## src/rtl/booth_mult_unit.sv

```systemverilog
// booth_mult_unit: multi-cycle signed 32x32 multiplier, radix-4 modified Booth.
// One 34-bit add/subtract per cycle, 16 iterations, then a single DONE cycle
// that writes the low product word, the overflow flag and a one-cycle ready.
// Optional macro MULT_EARLY_TERM_EN: a zero operand skips RUN and goes
// straight to DONE (result 0, latency 1, busy never asserted).
module booth_mult_unit #(
  parameter int WIDTH = 32,
  parameter int ITER  = WIDTH / 2
) (
  input  logic             clock,
  input  logic             reset,
  input  logic             ctrl_MULT,
  input  logic [WIDTH-1:0] data_operandA,
  input  logic [WIDTH-1:0] data_operandB,
  output logic [WIDTH-1:0] data_result,
  output logic             data_exception,
  output logic             data_resultRDY,
  output logic             busy
);

  // Accumulator is two bits wider than the operand so that -2M of the most
  // negative multiplicand is representable.
  localparam int AW = WIDTH + 2;
  // Product register: accumulator above the multiplier field, plus the
  // implicit zero bit below it that seeds the first Booth triplet.
  localparam int PW = AW + WIDTH + 1;
  localparam int CW = $clog2(ITER) + 1;

  typedef enum logic [1:0] {S_IDLE, S_RUN, S_DONE} state_t;

  state_t                  state_q, state_d;
  logic signed [AW-1:0]    m_q, m_d;
  logic        [PW-1:0]    p_q, p_d;
  logic        [CW-1:0]    cnt_q, cnt_d;
  logic        [WIDTH-1:0] result_q, result_d;
  logic                    exc_q, exc_d;
  logic                    rdy_q, rdy_d;
  logic        [AW-1:0]    sum;
  logic        [2*WIDTH-1:0] product;

  // One Booth step: recode the triplet and add 0, +-M or +-2M to the
  // accumulator; subtraction is inverted addend with carry-in 1.
  function automatic logic [AW-1:0] booth_step(input logic [AW-1:0] acc,
                                               input logic [AW-1:0] m,
                                               input logic [2:0]    code);
    logic [AW-1:0] mag;
    logic          sub;
    mag = '0;
    sub = 1'b0;
    case (code)
      3'b001, 3'b010: mag = m;
      3'b011:         mag = m << 1;
      3'b100:         begin mag = m << 1; sub = 1'b1; end
      3'b101, 3'b110: begin mag = m;      sub = 1'b1; end
      default:        mag = '0;
    endcase
    return acc + (sub ? ~mag : mag) + {{(AW-1){1'b0}}, sub};
  endfunction

  // Signed overflow of the low word: upper half must be the sign extension.
  function automatic logic low_word_overflows(input logic [2*WIDTH-1:0] prod);
    return prod[2*WIDTH-1:WIDTH] != {WIDTH{prod[WIDTH-1]}};
  endfunction

  // State, datapath and output registers.
  always_ff @(posedge clock) begin
    if (reset) begin
      state_q  <= S_IDLE;
      m_q      <= '0;
      p_q      <= '0;
      cnt_q    <= '0;
      result_q <= '0;
      exc_q    <= 1'b0;
      rdy_q    <= 1'b0;
    end else begin
      state_q  <= state_d;
      m_q      <= m_d;
      p_q      <= p_d;
      cnt_q    <= cnt_d;
      result_q <= result_d;
      exc_q    <= exc_d;
      rdy_q    <= rdy_d;
    end
  end

  // Next state: a start pulse wins in every state and discards any operation
  // in flight, so an aborted multiply never reaches DONE.
  always_comb begin
    state_d  = state_q;
    m_d      = m_q;
    p_d      = p_q;
    cnt_d    = cnt_q;
    result_d = result_q;
    exc_d    = exc_q;
    rdy_d    = 1'b0;
    sum      = '0;
    product  = p_q[2*WIDTH:1];
    if (ctrl_MULT) begin
      m_d     = {{2{data_operandA[WIDTH-1]}}, data_operandA};
      p_d     = {{AW{1'b0}}, data_operandB, 1'b0};
      cnt_d   = '0;
      state_d = S_RUN;
`ifdef MULT_EARLY_TERM_EN
      if (data_operandA == '0 || data_operandB == '0) begin
        p_d     = '0;
        state_d = S_DONE;
      end
`endif
    end else begin
      case (state_q)
        S_RUN: begin
          sum   = booth_step(p_q[PW-1:WIDTH+1], m_q, p_q[2:0]);
          p_d   = {{2{sum[AW-1]}}, sum, p_q[WIDTH:2]};
          cnt_d = cnt_q + CW'(1);
          if (cnt_q == CW'(ITER - 1)) state_d = S_DONE;
        end
        S_DONE: begin
          result_d = product[WIDTH-1:0];
          exc_d    = low_word_overflows(product);
          rdy_d    = 1'b1;
          state_d  = S_IDLE;
        end
        default: state_d = S_IDLE;
      endcase
    end
  end

  assign data_result    = result_q;
  assign data_exception = exc_q;
  assign data_resultRDY = rdy_q;
  assign busy           = (state_q == S_RUN);

endmodule
```

## config.mk

```make
export PLATFORM = sky130hd
export DESIGN_NAME = booth_mult_unit
export DESIGN_NICKNAME = d
export VERILOG_FILES = /design/src/rtl/booth_mult_unit.sv
export SDC_FILE = /design/constraint.sdc
export NUM_CORES = 1
export LEC_CHECK = 0
export BUFFER_PORTS_ARGS = -buffer_cell sky130_fd_sc_hd__buf_2
export CORE_AREA = 3 3 135 137
export CTS_CLUSTER_DIAMETER = 100
export DETAILED_ROUTE_END_ITERATION = 8
export DIE_AREA = 0 0 138 140
export GPL_ROUTABILITY_DRIVEN = 0
export GPL_TIMING_DRIVEN = 1
export HOLD_SLACK_MARGIN = 0.08
export SLEW_MARGIN = 20
export SYNTH_ARGS = -nofsm -noshare
export SYNTH_HDL_FRONTEND = slang
export SYNTH_SLANG_ARGS = --single-unit
export TNS_END_PERCENT = 5
```

## constraint.sdc

```tcl
create_clock -name clock -period 4.2 [get_ports clock]
set_clock_uncertainty 0.05 [all_clocks]
set_input_delay 0.42 -clock clock [delete_from_list [all_inputs] [get_ports clock]]
set_output_delay 0.42 -clock clock [all_outputs]
set_load 0.05 [all_outputs]
```

## Word level (Yosys, flattened, before mapping)

Index checks and enable logic that the tools add are counted.

- Output and inout bits: 35
- Logic and storage cells: 46
- Memories: 0
- Input port bits: 67
- ROM bits: 0
- Latch bits: 0
- Flip-flop bits (word level): 138
- RAM bits: 0

- Mux-type cells: 13
- Shifts and indexed selects: 0
- Equality and inequality tests: 11
- Reduce and logical (&&, ||, !) cells: 7
- Bitwise operators: 3
- Add/sub/neg operators: 3
- $lt $le $gt $ge: 0
- $mul: 0
- Div/mod/pow operators: 0

Operators with widths:

| cell | count |
|---|---|
| $mux 34 | 3 |
| $pmux 34 s2 | 1 |
| $mux 33 | 2 |
| $add 34x1->34 | 1 |
| $add 34x34->34 | 1 |
| $not 34->34 | 1 |
| $ne 32x32->1 | 1 |
| $eq 3x3->1 const B | 3 |
| $mux 1 | 7 |
| $eq 3x2->1 const B | 2 |
| $reduce_or 3->1 | 2 |
| $add 5x1->5 const B | 1 |
| $eq 5x4->1 const B | 1 |
| $reduce_or 2->1 | 2 |
| $reduce_or 4->1 | 1 |
| $eq 3x1->1 const B | 1 |
| $ne 3x2->1 const B | 1 |
| $eq 2x1->1 const B | 1 |
| $eq 2x2->1 const B | 1 |
| $not 1->1 | 2 |
| $reduce_and 2->1 | 1 |
| $reduce_bool 2->1 | 1 |

## Longest topological paths before layout

Gate-level depths: netlist of run 1.

- Word-level depth: 11
- Gate-level depth with buffers: 16

## Worst setup path after synthesis of run 1

No wires, ideal clock.

- Path kind: register -> register
- From: register p_q[0]
- To: register p_q[60]
- Stages on the path, launching flop included: 16
- Path buffers: 2
- Slack: 0.419 ns
- Arrival: 3.609 ns
- Data required time: 4.028 ns
- Path through: dfxtp_1 > inv_1 > ha_1 > o31ai_2 > clkbuf_1 > xor2_1 > ha_1 > clkbuf_1 > a21oi_1 > o21bai_1 > a21o_1 > a2111o_1 > o21ai_1 > a21boi_1 > o21ai_0 > a221o_1

- Longest elaborated chain between the ends: 9
- Elaborated cells between the ends (all ways): 19

Ends and longest elaborated chain:

| item | RTL line | RTL |
|---|---|---|
| start: declaration | 33 | `logic [PW-1:0] p_q, p_d;` |
| start signal: assignment | 78 | `p_q <= p_d;` |
| $eq 3x3->1, or another cell as far along | 50 | `case (code)` |
| $reduce_or 4->1 (no source line) / $reduce_or 2->1 (equally long branches) | n/a |  |
| $pmux 34 s2 | 50 |  |
| $mux 34 | 110 | `case (state_q)` |
| $mux 34 | 98 | `if (ctrl_MULT) begin` |
| $not 34->34 | 57 | `return acc + (sub ? ~mag : mag) + {{(AW-1){1'b0}}, sub};` |
| $mux 34 | 57 |  |
| $add 34x34->34 | 57 |  |
| $add 34x1->34 (*) | 57 |  |

Mark *: on every way between the ends. The rest lies on a longest branch, timed or not. The select of a mux whose other input is x is not followed.
A chain may end at the register's enable or synchronous reset.

## Worst setup path after layout of run 1

- From: register p_q[1]
- To: register p_q[60]

The elaborated chain is that of the path after synthesis.

==> results of run 1 <==
==> power by group through the flow <==
stage / Combinational [W] / Clock [W] / Sequential, W
after floorplan: 0.000315 / 0 / 0.00141
after global placement: 0.000426 / 0 / 0.00143
after detailed placement: 0.000428 / 0 / 0.00143
after CTS: 0.000430 / 0.00152 / 0.00140
after global routing: 0.000485 / 0.00158 / 0.00141
final: 0.000430 / 0.00149 / 0.00140
==> cell families after synthesis <==
logic type / count (synthesis) / synth area share
AOI/OAI and AO/OA: 284 / 0.226
DFF: 138 / 0.361
and+or+nand+nor: 362 / 0.196
xor gates and xnor gates: 55 / 0.0629
buffers and inverters: 90 / 0.0443
adders and majority gates: 39 / 0.0647
muxes: 34 / 0.0453
==> final cells by class <==
class                      instances  area (um2)
tap                              225         282
multi-input combinational        774        4590
sequential                       138        2760
clock inverter                    15         158
inverter                          18        67.6
clock buffer                      17         425
timing repair buffer             115         619
fill                            1766        8270
==> cells in the mapped netlist, drive strengths merged, types with 5 or more instances <==
cell type | count | area (um2)
a211oi | 10 | 75.1
a21o | 17 | 128
a21oi | 142 | 711
a22oi | 31 | 233
a31oi | 13 | 81.3
and3 | 5 | 31.3
buf | 8 | 30.0
clkbuf | 64 | 241
dfxtp | 138 | 2760
ha | 38 | 475
inv | 18 | 67.6
mux2i | 32 | 320
nand2 | 189 | 709
nand3 | 15 | 75.1
nand4 | 14 | 87.6
nor2 | 102 | 383
nor3 | 18 | 90.1
nor4 | 5 | 31.3
o21a | 8 | 60.1
o21ai | 31 | 159
o21bai | 5 | 37.5
xnor2 | 16 | 140
xor2 | 39 | 342
==> flip-flops by register name, indices dropped and copies added (netlist names) <==
name,cells
data_result,32
cnt_q,5
p_q,65
data_resultRDY,1
m_q,32
data_exception,1
state_q,2
==> worst reg2reg max path, cell delays in order (launching register included) <==
cell,delay [ps]
dfxtp_1,400
inv_1,90
ha_1,230
mux2_2,290
buf_4,250
a22oi_1,220
xor2_1,200
ha_1,330
a21oi_1,260
o21bai_1,100
a21o_1,190
a2111o_1,400
o21ai_1,130
a21boi_2,270
o21ai_0,110
a221o_1,300
==> layer usage <==
| layer | vias up | GRT usage | wire (um) |
|---|---|---|---|
| met3 | 26 | 0.0423 | 1040 |
| met4 | 0 | 0.0598 | 318 |
| met1 | 3281 | 0.305 | 10200 |
| met5 | - | 0 | 0 |
| li1 | 3622 | - | - |
| met2 | 193 | 0.338 | 9180 |
==> metrics by stage <==
stage	util	setup WS (ps)	power, W	hold slack (ps)
after floorplan	-	419	0.00173	395
after global placement	0.483	296	0.00186	390
after detailed placement	0.483	186	0.00186	394
after CTS	0.517	157	0.00335	162
after global routing	0.518	11.1	0.00347	181
final	0.518	280	0.00332	171
==> worst paths after layout <==
check                                   start                          end  slack (ps)  cells past startpoint
setup reg to reg          p_q[1]$_SDFFE_PP0P_         p_q[60]$_SDFFE_PP0P_         280                     15
hold reg to reg   data_result[6]$_SDFFE_PP0P_  data_result[6]$_SDFFE_PP0P_         400                      2
hold / removal              data_operandA[10]         m_q[10]$_SDFFE_PP0P_         170                      3
setup / recovery          p_q[1]$_SDFFE_PP0P_         p_q[60]$_SDFFE_PP0P_         280                     15
==> flow_summary.yaml, run 1 <==
status:
  status: "completed"
floorplan:
  start_util: 0.446
  dieArea_mm2: 0.0193
  rows: 48
  coreArea_mm2: 0.0172
  fp.dieW_um: 138
  fp.dieH_um: 140
  ios: 102
layout:
  area_growth_pct: 16.2
  drive_gt1_frac: 0.149
  layout.nets: 1170
  antenna-diode-count: 0
  final_common_cell: "nand2_1"
  mostFrequentLayoutCells: "nand2_1, a21oi_1, dfxtp_1"
  final_cells: 1302
  fin_area_mm2: 0.00890
clocking:
  cts_resized: 0
  clkLatencyLatePin_ps: 430
  clock_path_buffers: 2
  clk_pin_slew_ps: 60
  clockRootBuffer: "clkbuf_16"
  postCtsSetupBuffers: 0
  cts_buffers: 17
  cts_hold_buf: 0
  cts_tree: "built"
  cts.sinks: 138
  htreeDepth: 4
route:
  drt_pass1_iterations: 5
  via_per_inst: 5.47
  vias: 7122
  drtIter0Drc: 454
  finalWirelength_um: 20800
  drc: 0
  antenna_left: 0
  wire_per_inst_um: 15.9
global_route:
  grt_pass1_vias: 6684
  gr-total-overflow: 0
  antenna_found_initial: 0
  grt_max_degree: 78
  grt_pass1_wl_um: 34700
  grt_use_total: 0.216
critical_path:
  slowest_delay_ps: 400
  critPathLaunchType: "flop"
  crit_fanout: 31
  critPathCaptureType: "flop"
  worstPathRequired_ps: 4470
  cp_common_cell: "ha_1"
  cp_cell_sequence: "inv_1 > ha_1 > mux2_2 > buf_4 > a22oi_1 > xor2_1 > ha_1 > a21oi_1 > o21bai_1 > a21o_1 > a2111o_1 > o21ai_1 > a21boi_2 > o21ai_0 > a221o_1"
  cp_slowest_cell: "dfxtp_1"
  crit_type: "reg2reg"
  critPathBufInv: 2
  path_delay_family: "compound AO/OA/AOI/OAI gates"
  arrival_ps: 4190
flow_run:
  drv_cap: 0
place:
  post-dp-hpwl_um: 14400
  dpl_cell_area_mm2: 0.00830
  numPortBuffers: 101
  post-place-cells: 1270
min_path:
  hold_class: "in2reg"
sta:
  setup_viol: 0
  grt_setup_unrepaired: "no"
  period_share: 0.933
  max_slew_margin: 0.376
  period_needed_ps: 3920
  fmax_ghz: 0.255
  tightestPinTransition_ps: 933
  drv_slew: 0
  hold_viol: 0
  finalSetupTns_ps: 0
pwr:
  sw_frac_of_total: 0.291
  vdd_drop_max_mv: 0.277
  p_switching_w: 0.000966
  clkPwrFrac: 0.448
  power.internal_w: 0.00236
  seqPwrFrac: 0.422
  p_comb_frac: 0.130
  powerDensity_mw_per_mm2: 373
  leakagePower_nw: 3.59
yosys:
  async_flop_share: 0
  synth.avg_cell_area_um2: 7.64
  synth_flop_cell: "dfxtp_1"
  synth_area_mm2: 0.00766
  synth_fp_nets: 1108
  ys_ff_latch: 138
  yosysSeqAreaShare: 0.361
  synth_cells: 1002
  ys_warn_count: 0
  synthDistinctLibCells: 54
  synth_edf_count: 0
No activity file was read; power rests on OpenSTA's default activity.
==> run 2: changes to the inputs <==
--- a/config.mk
+++ b/config.mk
@@ -6,10 +6,10 @@
 export NUM_CORES = 1
 export LEC_CHECK = 0
 export BUFFER_PORTS_ARGS = -buffer_cell sky130_fd_sc_hd__buf_2
-export CORE_AREA = 3 3 135 137
+export CORE_AREA = 3 3 189 99
 export CTS_CLUSTER_DIAMETER = 100
 export DETAILED_ROUTE_END_ITERATION = 8
-export DIE_AREA = 0 0 138 140
+export DIE_AREA = 0 0 192 102
 export GPL_ROUTABILITY_DRIVEN = 0
 export GPL_TIMING_DRIVEN = 1
 export HOLD_SLACK_MARGIN = 0.08
==> flow_summary.yaml, run 2 (same netlist as run 1, synthesis figures left out) <==
floorplan:
  start_util: 0.447
  ios: 102
  dieArea_mm2: 0.0196
  rows: 34
  fp.dieH_um: 102
  fp.dieW_um: 192
  coreArea_mm2: 0.0171
route:
  drtIter0Drc: 506
  antenna_left: 0
  drc: 0
  vias: 7151
  drt_pass1_iterations: 5
  wire_per_inst_um: 15.8
  finalWirelength_um: 20700
  via_per_inst: 5.45
layout:
  drive_gt1_frac: 0.149
  antenna-diode-count: 0
  largest_reg_flops: 65
  area_growth_pct: 16.6
  final_core_util: 0.521
  final_common_cell: "nand2_1"
  regMostFlops: "p_q"
  mostFrequentLayoutCells: "nand2_1, a21oi_1, dfxtp_1"
  layout.nets: 1170
critical_path:
  cp_slowest_cell: "a2111o_1"
  slowest_delay_ps: 410
  r2r_slack_ps: 310
  startpoint: "p_q[1]$_SDFFE_PP0P_"
  critPathLaunchType: "flop"
  crit_type: "reg2reg"
  crit_fanout: 28
  critPathCaptureType: "flop"
  r2r_cells: 15
  critPathCapture: "p_q[60]$_SDFFE_PP0P_"
  cp_common_cell: "ha_1"
  worstReg2RegStart: "p_q[1]$_SDFFE_PP0P_"
  rr_endpoint: "p_q[60]$_SDFFE_PP0P_"
  arrival_ps: 4150
  cp_cell_sequence: "inv_1 > ha_1 > mux2_2 > buf_4 > a22oi_1 > xor2_1 > ha_1 > a21oi_1 > o21bai_1 > a21o_1 > a2111o_1 > o21ai_1 > a21boi_2 > o21ai_0 > a221o_1"
  worstPathRequired_ps: 4450
clocking:
  cts_buffers: 17
  cts.sinks: 138
  clk_pin_slew_ps: 60
  cts_tree: "built"
  clock_path_buffers: 2
  clockRootBuffer: "clkbuf_16"
  clkLatencyLatePin_ps: 420
  htreeDepth: 4
  postCtsSetupBuffers: 0
sta:
  period_needed_ps: 3890
  max_slew_margin: 0.303
  tightestPinTransition_ps: 1050
  hold_viol: 0
  drv_slew: 0
  fmax_ghz: 0.257
  setup_ws_ps: 306
  finalSetupTns_ps: 0
  period_share: 0.927
  grt_setup_unrepaired: "no"
  setup_viol: 0
global_route:
  grt_use_total: 0.212
  grt_pass1_wl_um: 33400
  antenna_found_initial: 1
  grt_max_degree: 100
  grt_pass1_vias: 6496
  gr-total-overflow: 0
pwr:
  leakagePower_nw: 3.60
  vdd_drop_max_mv: 0.299
  powerDensity_mw_per_mm2: 380
  power_w: 0.00340
min_path:
  hold_class: "in2reg"
place:
  post-dp-hpwl_um: 14200
  dp_slack_ps: 219
  numPortBuffers: 101
status:
  status: "completed"
flow_run:
  drv_cap: 0
-- run 2: worst min-delay path by stage --
stage,start,end,slack [ps],depth (start not counted)
after floorplan,p_q[11]$_SDFFE_PP0P_,data_result[10]$_SDFFE_PP0P_,400,2
after global placement,data_result[7]$_SDFFE_PP0P_,data_result[7]$_SDFFE_PP0P_,390,2
after detailed placement,data_result[20]$_SDFFE_PP0P_,data_result[20]$_SDFFE_PP0P_,390,2
after CTS,data_operandB[24],p_q[25]$_SDFFE_PP0P_,160,3
after global routing,data_operandB[30],p_q[31]$_SDFFE_PP0P_,180,3
final,data_operandA[19],m_q[19]$_SDFFE_PP0P_,180,3
-- run 2: area by class of cell --
cell class              count  area (um2)
clock buffers              19         443
clock inverters            13         164
fillers                  1698        8210
inverters                  18        67.6
multi-input cells         774        4580
flip-flops and latches    138        2760
well taps                 234         293
repair buffers            115         616
-- run 2: per-stage QoR --
step           area [um2]  cells  hold WS, ps
6_report             8930   1311          185
5_1_grt              8930   1311          183
4_1_cts              8910   1311          164
3_5_place_dp         8310   1279          394
3_3_place_gp         8310   1279          389
2_1_floorplan        7660   1002          395
-- run 2: timing repair --
item | in CTS | in global routing
endpoints found under the hold margin | 0 | 0
setup endpoints to repair | 0 | 3
gates resized for setup | 0 | 3
hold buffers | 0 | 0
-- run 2: worst max-delay path: cells and delay by family, from the launching register on --
kind            cells  cell delay (ps)
compound gates      9             1950
xor+xnor            1              170
fa+ha+maj           2              540
buf+inv             2              340
flops               1              400
mux                 1              320
-- run 2: power by group --
part	internal [W]	switching [W]
Clock	0.000956	0.000607
Combinational	0.000164	0.000269
Sequential	0.00136	0.0000449
Total	0.00248	0.000921
-- run 2: routing by layer --
layer,global-route usage,wire length [um],vias up
met3,0.0428,1120,17
li1,-,-,3618
met5,0,13,-
met2,0.327,8950,190
met1,0.308,10500,3324
met4,0.0481,155,2
